`src/rtl/ft_pkg.sv`:
```
// Shared definitions for the lockstep fault-tolerance blocks: recovery FSM states and
// default register-file geometry.
package ft_pkg;

  typedef enum logic [1:0] {
    StIdle,
    StHalt,
    StRestore,
    StDone
  } rf_rec_state_e;

  localparam int unsigned AddrWidthDef   = 5;
  localparam int unsigned DataWidthDef   = 32;
  localparam int unsigned ErrCntWidthDef = 8;

endpackage

```
`src/rtl/shadow_regfile.sv`:
```
// Shadow copy of the register file: one write port, one combinational read port,
// asynchronous clear. Entry 0 is hardwired to zero.
module shadow_regfile #(
  parameter int unsigned ADDR_WIDTH = 5,
  parameter int unsigned DATA_WIDTH = 32
) (
  input  logic                  clk_i,
  input  logic                  rst_ni,
  input  logic                  we_i,
  input  logic [ADDR_WIDTH-1:0] waddr_i,
  input  logic [DATA_WIDTH-1:0] wdata_i,
  input  logic [ADDR_WIDTH-1:0] raddr_i,
  output logic [DATA_WIDTH-1:0] rdata_o
);

  localparam int unsigned Depth = 2 ** ADDR_WIDTH;

  logic [DATA_WIDTH-1:0] mem_q [Depth];

  always_ff @(posedge clk_i or negedge rst_ni) begin
    if (!rst_ni) begin
      for (int unsigned i = 0; i < Depth; i++) begin
        mem_q[i] <= '0;
      end
    end else if (we_i && (waddr_i != '0)) begin
      mem_q[waddr_i] <= wdata_i;
    end
  end

  assign rdata_o = (raddr_i == '0) ? '0 : mem_q[raddr_i];

endmodule

```
`src/rtl/rf_recovery_ctrl.sv`:
```
// Lockstep register-file recovery: shadows agreed writes and, on a comparator mismatch,
// halts both cores and replays the whole shadow into their register files.
module rf_recovery_ctrl
  import ft_pkg::*;
#(
  parameter int unsigned ADDR_WIDTH    = AddrWidthDef,
  parameter int unsigned DATA_WIDTH    = DataWidthDef,
  parameter int unsigned ERR_CNT_WIDTH = ErrCntWidthDef
) (
  input  logic                     clk_i,
  input  logic                     rst_ni,
  input  logic                     we_i,
  input  logic [ADDR_WIDTH-1:0]    addr_i,
  input  logic [DATA_WIDTH-1:0]    data_i,
  input  logic                     error_i,
  output logic                     halt_o,
  output logic                     restore_we_o,
  output logic [ADDR_WIDTH-1:0]    restore_addr_o,
  output logic [DATA_WIDTH-1:0]    restore_data_o,
  output logic                     recovery_done_o,
  output logic [ERR_CNT_WIDTH-1:0] err_count_o
);

  localparam logic [ADDR_WIDTH-1:0] LastAddr = '1;

  rf_rec_state_e         state_q, state_d;
  logic [ADDR_WIDTH-1:0] cnt_q, cnt_d;
  logic [DATA_WIDTH-1:0] rd_data;
  logic                  shadow_we;

  // A mismatching cycle never commits, and nothing commits while recovering.
  assign shadow_we = (state_q == StIdle) && we_i && !error_i;

  shadow_regfile #(
    .ADDR_WIDTH (ADDR_WIDTH),
    .DATA_WIDTH (DATA_WIDTH)
  ) u_shadow (
    .clk_i   (clk_i),
    .rst_ni  (rst_ni),
    .we_i    (shadow_we),
    .waddr_i (addr_i),
    .wdata_i (data_i),
    .raddr_i (cnt_d),
    .rdata_o (rd_data)
  );

  always_comb begin
    state_d = state_q;
    cnt_d   = cnt_q;
    unique case (state_q)
      StIdle: begin
        if (error_i) state_d = StHalt;
      end
      StHalt: begin
        state_d = StRestore;
        cnt_d   = '0;
      end
      StRestore: begin
        if (cnt_q == LastAddr) begin
          state_d = StDone;
          cnt_d   = '0;
        end else begin
          cnt_d = cnt_q + 1'b1;
        end
      end
      StDone: begin
        state_d = StIdle;
      end
      default: begin
        state_d = StIdle;
        cnt_d   = '0;
      end
    endcase
  end

  // Outputs are registered from the next state so they line up with state_q.
  always_ff @(posedge clk_i or negedge rst_ni) begin
    if (!rst_ni) begin
      state_q         <= StIdle;
      cnt_q           <= '0;
      halt_o          <= 1'b0;
      restore_we_o    <= 1'b0;
      restore_addr_o  <= '0;
      restore_data_o  <= '0;
      recovery_done_o <= 1'b0;
      err_count_o     <= '0;
    end else begin
      state_q         <= state_d;
      cnt_q           <= cnt_d;
      halt_o          <= (state_d != StIdle);
      restore_we_o    <= (state_d == StRestore);
      restore_addr_o  <= (state_d == StRestore) ? cnt_d : '0;
      restore_data_o  <= (state_d == StRestore) ? rd_data : '0;
      recovery_done_o <= (state_d == StDone);
      if ((state_q == StIdle) && error_i && (err_count_o != '1)) begin
        err_count_o <= err_count_o + ERR_CNT_WIDTH'(1);
      end
    end
  end

endmodule

```
`config.mk`:
```
export PLATFORM = sky130hd
export DESIGN_NAME = rf_recovery_ctrl
export DESIGN_NICKNAME = d
export VERILOG_FILES = /design/src/rtl/ft_pkg.sv /design/src/rtl/shadow_regfile.sv /design/src/rtl/rf_recovery_ctrl.sv
export SDC_FILE = /design/constraint.sdc
export NUM_CORES = 1
export LEC_CHECK = 0
export CORE_ASPECT_RATIO = 0.75
export CORE_MARGIN = 2
export CORE_UTILIZATION = 41
export DETAILED_ROUTE_END_ITERATION = 12
export MAX_ROUTING_LAYER = met4
export PLACE_DENSITY = 0.6
export SYNTH_ARGS = -nofsm -noshare
export SYNTH_HDL_FRONTEND = slang
export SYNTH_SLANG_ARGS = --single-unit
```
`constraint.sdc`:
```
create_clock -name clk_i -period 4.1 [get_ports clk_i]
set_input_delay 0.82 -clock clk_i [delete_from_list [all_inputs] [get_ports clk_i]]
set_output_delay 0.82 -clock clk_i [all_outputs]
set_load 0.02 [all_outputs]
```
==> out/metrics.cfg, run 1 <==
[synthesis]
synth-edff-count=0
async_flop_share_pct=100
yosysUniqueCellTypes=54
netlist_instances=4119
ys_seq_elements=1079
synthFlopType=dfrtp_1
synth.cell_area_sq_um=49300
seq_area_frac_synth_pct=54.8
synth_warnings=0
syn_nets=4166
syn_avg_cell_area_sq_um=12.0

[timing]
slew_headroom_pct=15.1
timing.final.ws_setup_ns=0.199
tightest_slew_ns=1.27
setup_viol=0
hold_violations=0
timing.final.crit_period_ns=3.90
hold_slack_ns=0.101
maxSlewViolCount=0
tns_ns=0
grt_setup_unrepaired=no
skew_ns=0.0294
period_share_pct=95.1
clock.fmax_ghz=0.256

[layout]
final_cell_mix=dfrtp_1, mux2_2, nand2_1
fin_util_pct=46.4
final_area_sq_um=55500
drive_above_1_share_pct=32.7
instances_no_fill=5642
syn_to_final_growth_pct=12.6
finalNetCount=4029
final_common_cell=dfrtp_1

[global_route]
grt_pass1_wl_microns=227000
grt_max_degree=173
grt_usage_pct=24.8
overflow=0
grt_pass1_vias=34000
antenna_found_initial=0

[cts]
cts_buffer_depth=3
postCtsSetupBuffers=0
cts_tree=yes
htree_levels=3
cts_hold_buf=0
cts_root_buffer=clkbuf_16
clk_latency_ns=0.73
cts_inserted_buffers=105
path_clk_slew_ns=0.07
cts-resized-gates=0
cts_sinks=1079

[power_and_ir_drop]
finalPower_mw=31.4
vdd_drop_max_uv=1110
power_leakage_nw=25.9
powerDensity_nw_per_um2=566

[placement]
place_worst_setup_slack_ns=0.245
dp_cells=5443
gp_congestion=0.821
placedInstanceArea_sq_um=52000
dp_hpwl_microns=83600
port_buffers=88

[floorplanning]
start_util_pct=41.2
io_pins=89
coreArea_sq_um=120000
die_y_microns=304
die_x_microns=404
fp-row-count=110
die_area_sq_um=123000

[status]
status=completed

[detailed_routing]
antenna_left=0
detail_route.first_pass.iterations=5
wl_per_cell_microns=26.4
drt_iter0_drc=3360
routed_wl_microns=149000
vias=34700
viasPerCell=6.14
drc_errors=0

[flow_run]
cap_violations=0

[worst_setup_path]
critPathBufInv=1
crit_path_max_fanout=20
start_kind=flip-flop
slowest_stage=o2bb2ai_4
crit_required_ns=4.70
worstSetupPathType=flip-flop to flip-flop
crit_top_cell=ha_1
end_kind=flip-flop
cp_cell_sequence=ha_1 -> and3_1 -> ha_1 -> and3b_1 -> o2bb2ai_2 -> o2bb2ai_4 -> buf_4 -> a221oi_1 -> or4_1 -> a22o_1
critPathTopFamily=compound AO/OA/AOI/OAI gates
slowest_delay_ns=0.97
crit_arrival_ns=4.51

[worst_hold_path]
hp-class=primary input to asynchronous set/reset pin

==> worst paths after layout <==
check                                      from                   end  slack (ns)  depth (start not counted)
min reg2reg                u_shadow.mem_q[1007]  u_shadow.mem_q[1007]        0.38                          0
max reg2reg                            cnt_q[1]     restore_data_o[1]        0.20                         10
min                                      rst_ni  u_shadow.mem_q[1000]        0.10                          1
min in group clk_i         u_shadow.mem_q[1007]  u_shadow.mem_q[1007]        0.38                          0
max                                    cnt_q[1]     restore_data_o[1]        0.20                         10
max in group asynchronous                rst_ni  u_shadow.mem_q[1007]        2.85                          3
==> cell usage after synthesis, types with 18 or more instances <==
| master | instances | share of area (%) |
|---|---|---|
| a21oi_1 | 387 | 3.9 |
| a221oi_1 | 192 | 3.4 |
| a22o_1 | 32 | 0.57 |
| a311oi_1 | 64 | 1.1 |
| a32oi_1 | 64 | 1.1 |
| and3_1 | 68 | 0.86 |
| buf_1 | 53 | 0.40 |
| buf_2 | 73 | 0.74 |
| clkbuf_1 | 337 | 2.6 |
| dfrtp_1 | 1079 | 55 |
| mux2_1 | 32 | 0.73 |
| mux2_2 | 961 | 22 |
| nand2_1 | 403 | 3.1 |
| nand3_1 | 69 | 0.70 |
| nor2_1 | 18 | 0.14 |
| o21ai_0 | 129 | 1.3 |
| or4_1 | 65 | 0.99 |
==> flip-flops by register name, summed over array words and instances (netlist names) <==
name,cells
halt_o,1
restore_addr_o,5
state_q,2
restore_data_o,32
recovery_done_o,1
u_shadow.mem_q,1024
err_count_o,8
restore_we_o,1
cnt_q,5
==> routing by layer <==
metal	GRT usage, %	vias to the layer above	share of wire, %
li1	-	14800	-
met1	36.8	18500	47
met2	35.4	1191	44
met3	4.14	233	6.3
met4	5.81	0	2.2
met5	-	-	0
==> power by group <==
| part | switching (mW) | internal (mW) | leakage [nW] | total, mW |
|---|---|---|---|---|
| clock | 4.31 | 5.60 | 1.74 | 9.92 |
| combinational | 6.75 | 3.17 | 9.23 | 9.93 |
| sequential | 0.337 | 11.2 | 15.0 | 11.6 |
| total | 11.4 | 20.0 | 25.9 | 31.4 |
==> cells by family (layout without fill, tap and decap cells) <==
logic type      after synthesis  in the layout  synth area share (%)
other cells                   0              3                     0
compound gates              876            876                  11.7
flops                      1079           1079                  54.8
simple gates                672            672                  6.49
xor+xnor                      7              7                 0.124
mux                         994            994                  22.7
buf+inv                     485            437                  4.05
fa+ha+maj                     6              6                 0.152
==> final cells by class <==
| type | count | area (sq um) |
|---|---|---|
| fillers | 10800 | 64100 |
| inverters | 9 | 48.8 |
| well taps | 1568 | 1960 |
| flip-flops and latches | 1079 | 27000 |
| diodes | 3 | 7.51 |
| clock inverters | 35 | 340 |
| clock buffers | 161 | 3180 |
| multi-input cells | 2555 | 20500 |
| repair buffers | 232 | 2440 |
==> worst register-to-register path, stage by stage (launching register included) <==
cell       delay, ns
dfrtp_1         0.46
ha_1            0.26
and3_1          0.18
ha_1            0.30
and3b_1         0.22
o2bb2ai_2       0.18
o2bb2ai_4       0.97
buf_4           0.47
a221oi_1        0.09
or4_1           0.43
a22o_1          0.24
No activity file was read; power rests on OpenSTA's default activity.
==> inputs of run 2 (changes only) <==
CTS_BUF_LIST = sky130_fd_sc_hd__clkbuf_16   (was default)
==> out/metrics.cfg, run 2 (synthesized netlist as in run 1, its figures left out) <==
[status]
status=completed

[worst_setup_path]
crit_arrival_ns=4.51  ; about the same
end_kind=flip-flop
worstSetupPathType=flip-flop to flip-flop
crit_path_max_fanout=34  ; +70%
crit_required_ns=4.70  ; about the same
start_kind=flip-flop

[timing]
skew_ns=0.0285  ; -0.000921 ns
tightest_slew_ns=1.28  ; +0.0131 ns
maxSlewViolCount=0  ; unchanged
clock.fmax_ghz=0.256  ; -0.12%
tns_ns=0  ; unchanged
hold_slack_ns=0.103  ; +0.00267 ns
timing.final.crit_period_ns=3.91  ; +0.00475 ns
grt_setup_unrepaired=no
hold_violations=0  ; unchanged
timing.final.ws_setup_ns=0.195  ; -0.00475 ns
period_share_pct=95.3  ; +0.12 points
setup_viol=0  ; unchanged
slew_headroom_pct=14.2  ; -0.87 points

[layout]
final_area_sq_um=55200  ; -0.55%
largest-register=u_shadow.mem_q
largest_reg_flops=1024  ; unchanged
final_common_cell=dfrtp_1
final_cell_mix=dfrtp_1, mux2_2, nand2_1
finalNetCount=4029  ; unchanged
drive_above_1_share_pct=32.0  ; -0.74 points
fin_util_pct=46.1  ; -0.25 points
top_regs=u_shadow.mem_q x1024, restore_data_o x32, err_count_o x8
syn_to_final_growth_pct=11.9
n_fill_cell=10800  ; +0.32%

[global_route]
grt_usage_pct=24.8  ; about the same
grt_pass1_vias=34000  ; -0.13%
grt_pass1_wl_microns=227000  ; about the same
overflow=0  ; unchanged
grt_max_degree=173  ; unchanged
antenna_found_initial=0  ; unchanged

[cts]
cts_tree=yes
cts_hold_buf=0  ; unchanged
clk_latency_ns=0.73  ; about the same
cts-resized-gates=0  ; unchanged
path_clk_slew_ns=0.06  ; about the same
postCtsSetupBuffers=0  ; unchanged
cts_root_buffer=clkbuf_16
cts_sinks=1079  ; unchanged
htree_levels=3  ; unchanged
cts_buffer_depth=3  ; unchanged
cts_inserted_buffers=105  ; unchanged

[placement]
gp_congestion=0.821  ; unchanged
port_buffers=88  ; unchanged
placedInstanceArea_sq_um=52000  ; unchanged
dp_hpwl_microns=83600  ; unchanged
place_worst_setup_slack_ns=0.245  ; unchanged

[floorplanning]
die_y_microns=304  ; unchanged
start_util_pct=41.2  ; unchanged
io_pins=89  ; unchanged
coreArea_sq_um=120000  ; unchanged
fp-row-count=110  ; unchanged
die_x_microns=404  ; unchanged
die_area_sq_um=123000  ; unchanged

[detailed_routing]
vias=34400  ; -0.64%
routed_wl_microns=149000  ; -0.13%
viasPerCell=6.10  ; -0.62%
drt_iter0_drc=3394  ; +1.0%
detail_route.first_pass.iterations=6  ; +1
drc_errors=0  ; unchanged
antenna_left=0  ; unchanged
wl_per_cell_microns=26.4  ; -0.11%

[power_and_ir_drop]
power_leakage_nw=25.9  ; -0.27%
vdd_drop_max_uv=1110  ; +0.56%
powerDensity_nw_per_um2=558  ; -1.5%

[worst_hold_path]
hp-class=primary input to asynchronous set/reset pin

[flow_run]
cap_violations=0  ; unchanged

-- run 2: cell count changes in the layout (fill, tap and decap cells not counted) --
cell,delta
clkbuf_1,-24
diode_2,-1
inv_1,+24
clkbuf_8,-30
clkinv_1,+30
-- run 2: metrics by stage --
step,power [mW],cells
final,30.8,5641
after global routing,32.2,5639
after CTS,30.9,5639
after detailed placement,21.6,5443
after global placement,21.6,5443
after floorplan,18.0,4119
-- run 2: worst paths after layout --
kind	to	startpoint	depth (start not counted)	slack (ns)
hold / removal	u_shadow.mem_q[1000]	rst_ni	1	0.10
setup reg to reg	restore_data_o[9]	cnt_q[1]	10	0.19
hold reg to reg	u_shadow.mem_q[1007]	u_shadow.mem_q[1007]	0	0.38
max in group asynchronous	u_shadow.mem_q[944]	rst_ni	3	2.87
min in group clk_i	u_shadow.mem_q[1007]	u_shadow.mem_q[1007]	0	0.38
setup / recovery	restore_data_o[9]	cnt_q[1]	10	0.19
-- run 2: worst max-delay path: stages (launching register included) --
cell and delay, ns:
dfrtp_1 0.45, ha_1 0.26, and3_1 0.18, ha_1 0.30, nand3b_1 0.24, or2_1 0.31
nand2_2 0.57, buf_4 0.48, and3_1 0.24, or4_1 0.56, a22o_1 0.20
-- run 2: cell type report --
type | instances | area [sq um] | area share [%]
clock inverters | 89 | 543 | 0.984
repair buffers | 232 | 2440 | 4.43
flip-flops and latches | 1079 | 27000 | 48.9
well taps | 1568 | 1960 | 3.56
diodes | 2 | 5.00 | 0.00907
inverters | 9 | 48.8 | 0.0884
multi-input cells | 2555 | 20500 | 37.2
clock buffers | 107 | 2680 | 4.85
-- run 2: power by group --
group / internal (mW) / switching, mW
Sequential: 11.2 / 0.336
Clock: 4.98 / 4.29
Combinational: 3.17 / 6.76
Total: 19.4 / 11.4
-- run 2: metal layers --
| metal | track usage [%] | routed length (microns) | up-vias |
|---|---|---|---|
| met2 | 35.4 | 65600 | 1133 |
| met1 | 36.9 | 70600 | 18300 |
| met4 | 5.86 | 3440 | 0 |
| met3 | 4.01 | 9140 | 241 |
| met5 | - | 0 | - |
| li1 | - | - | 14800 |
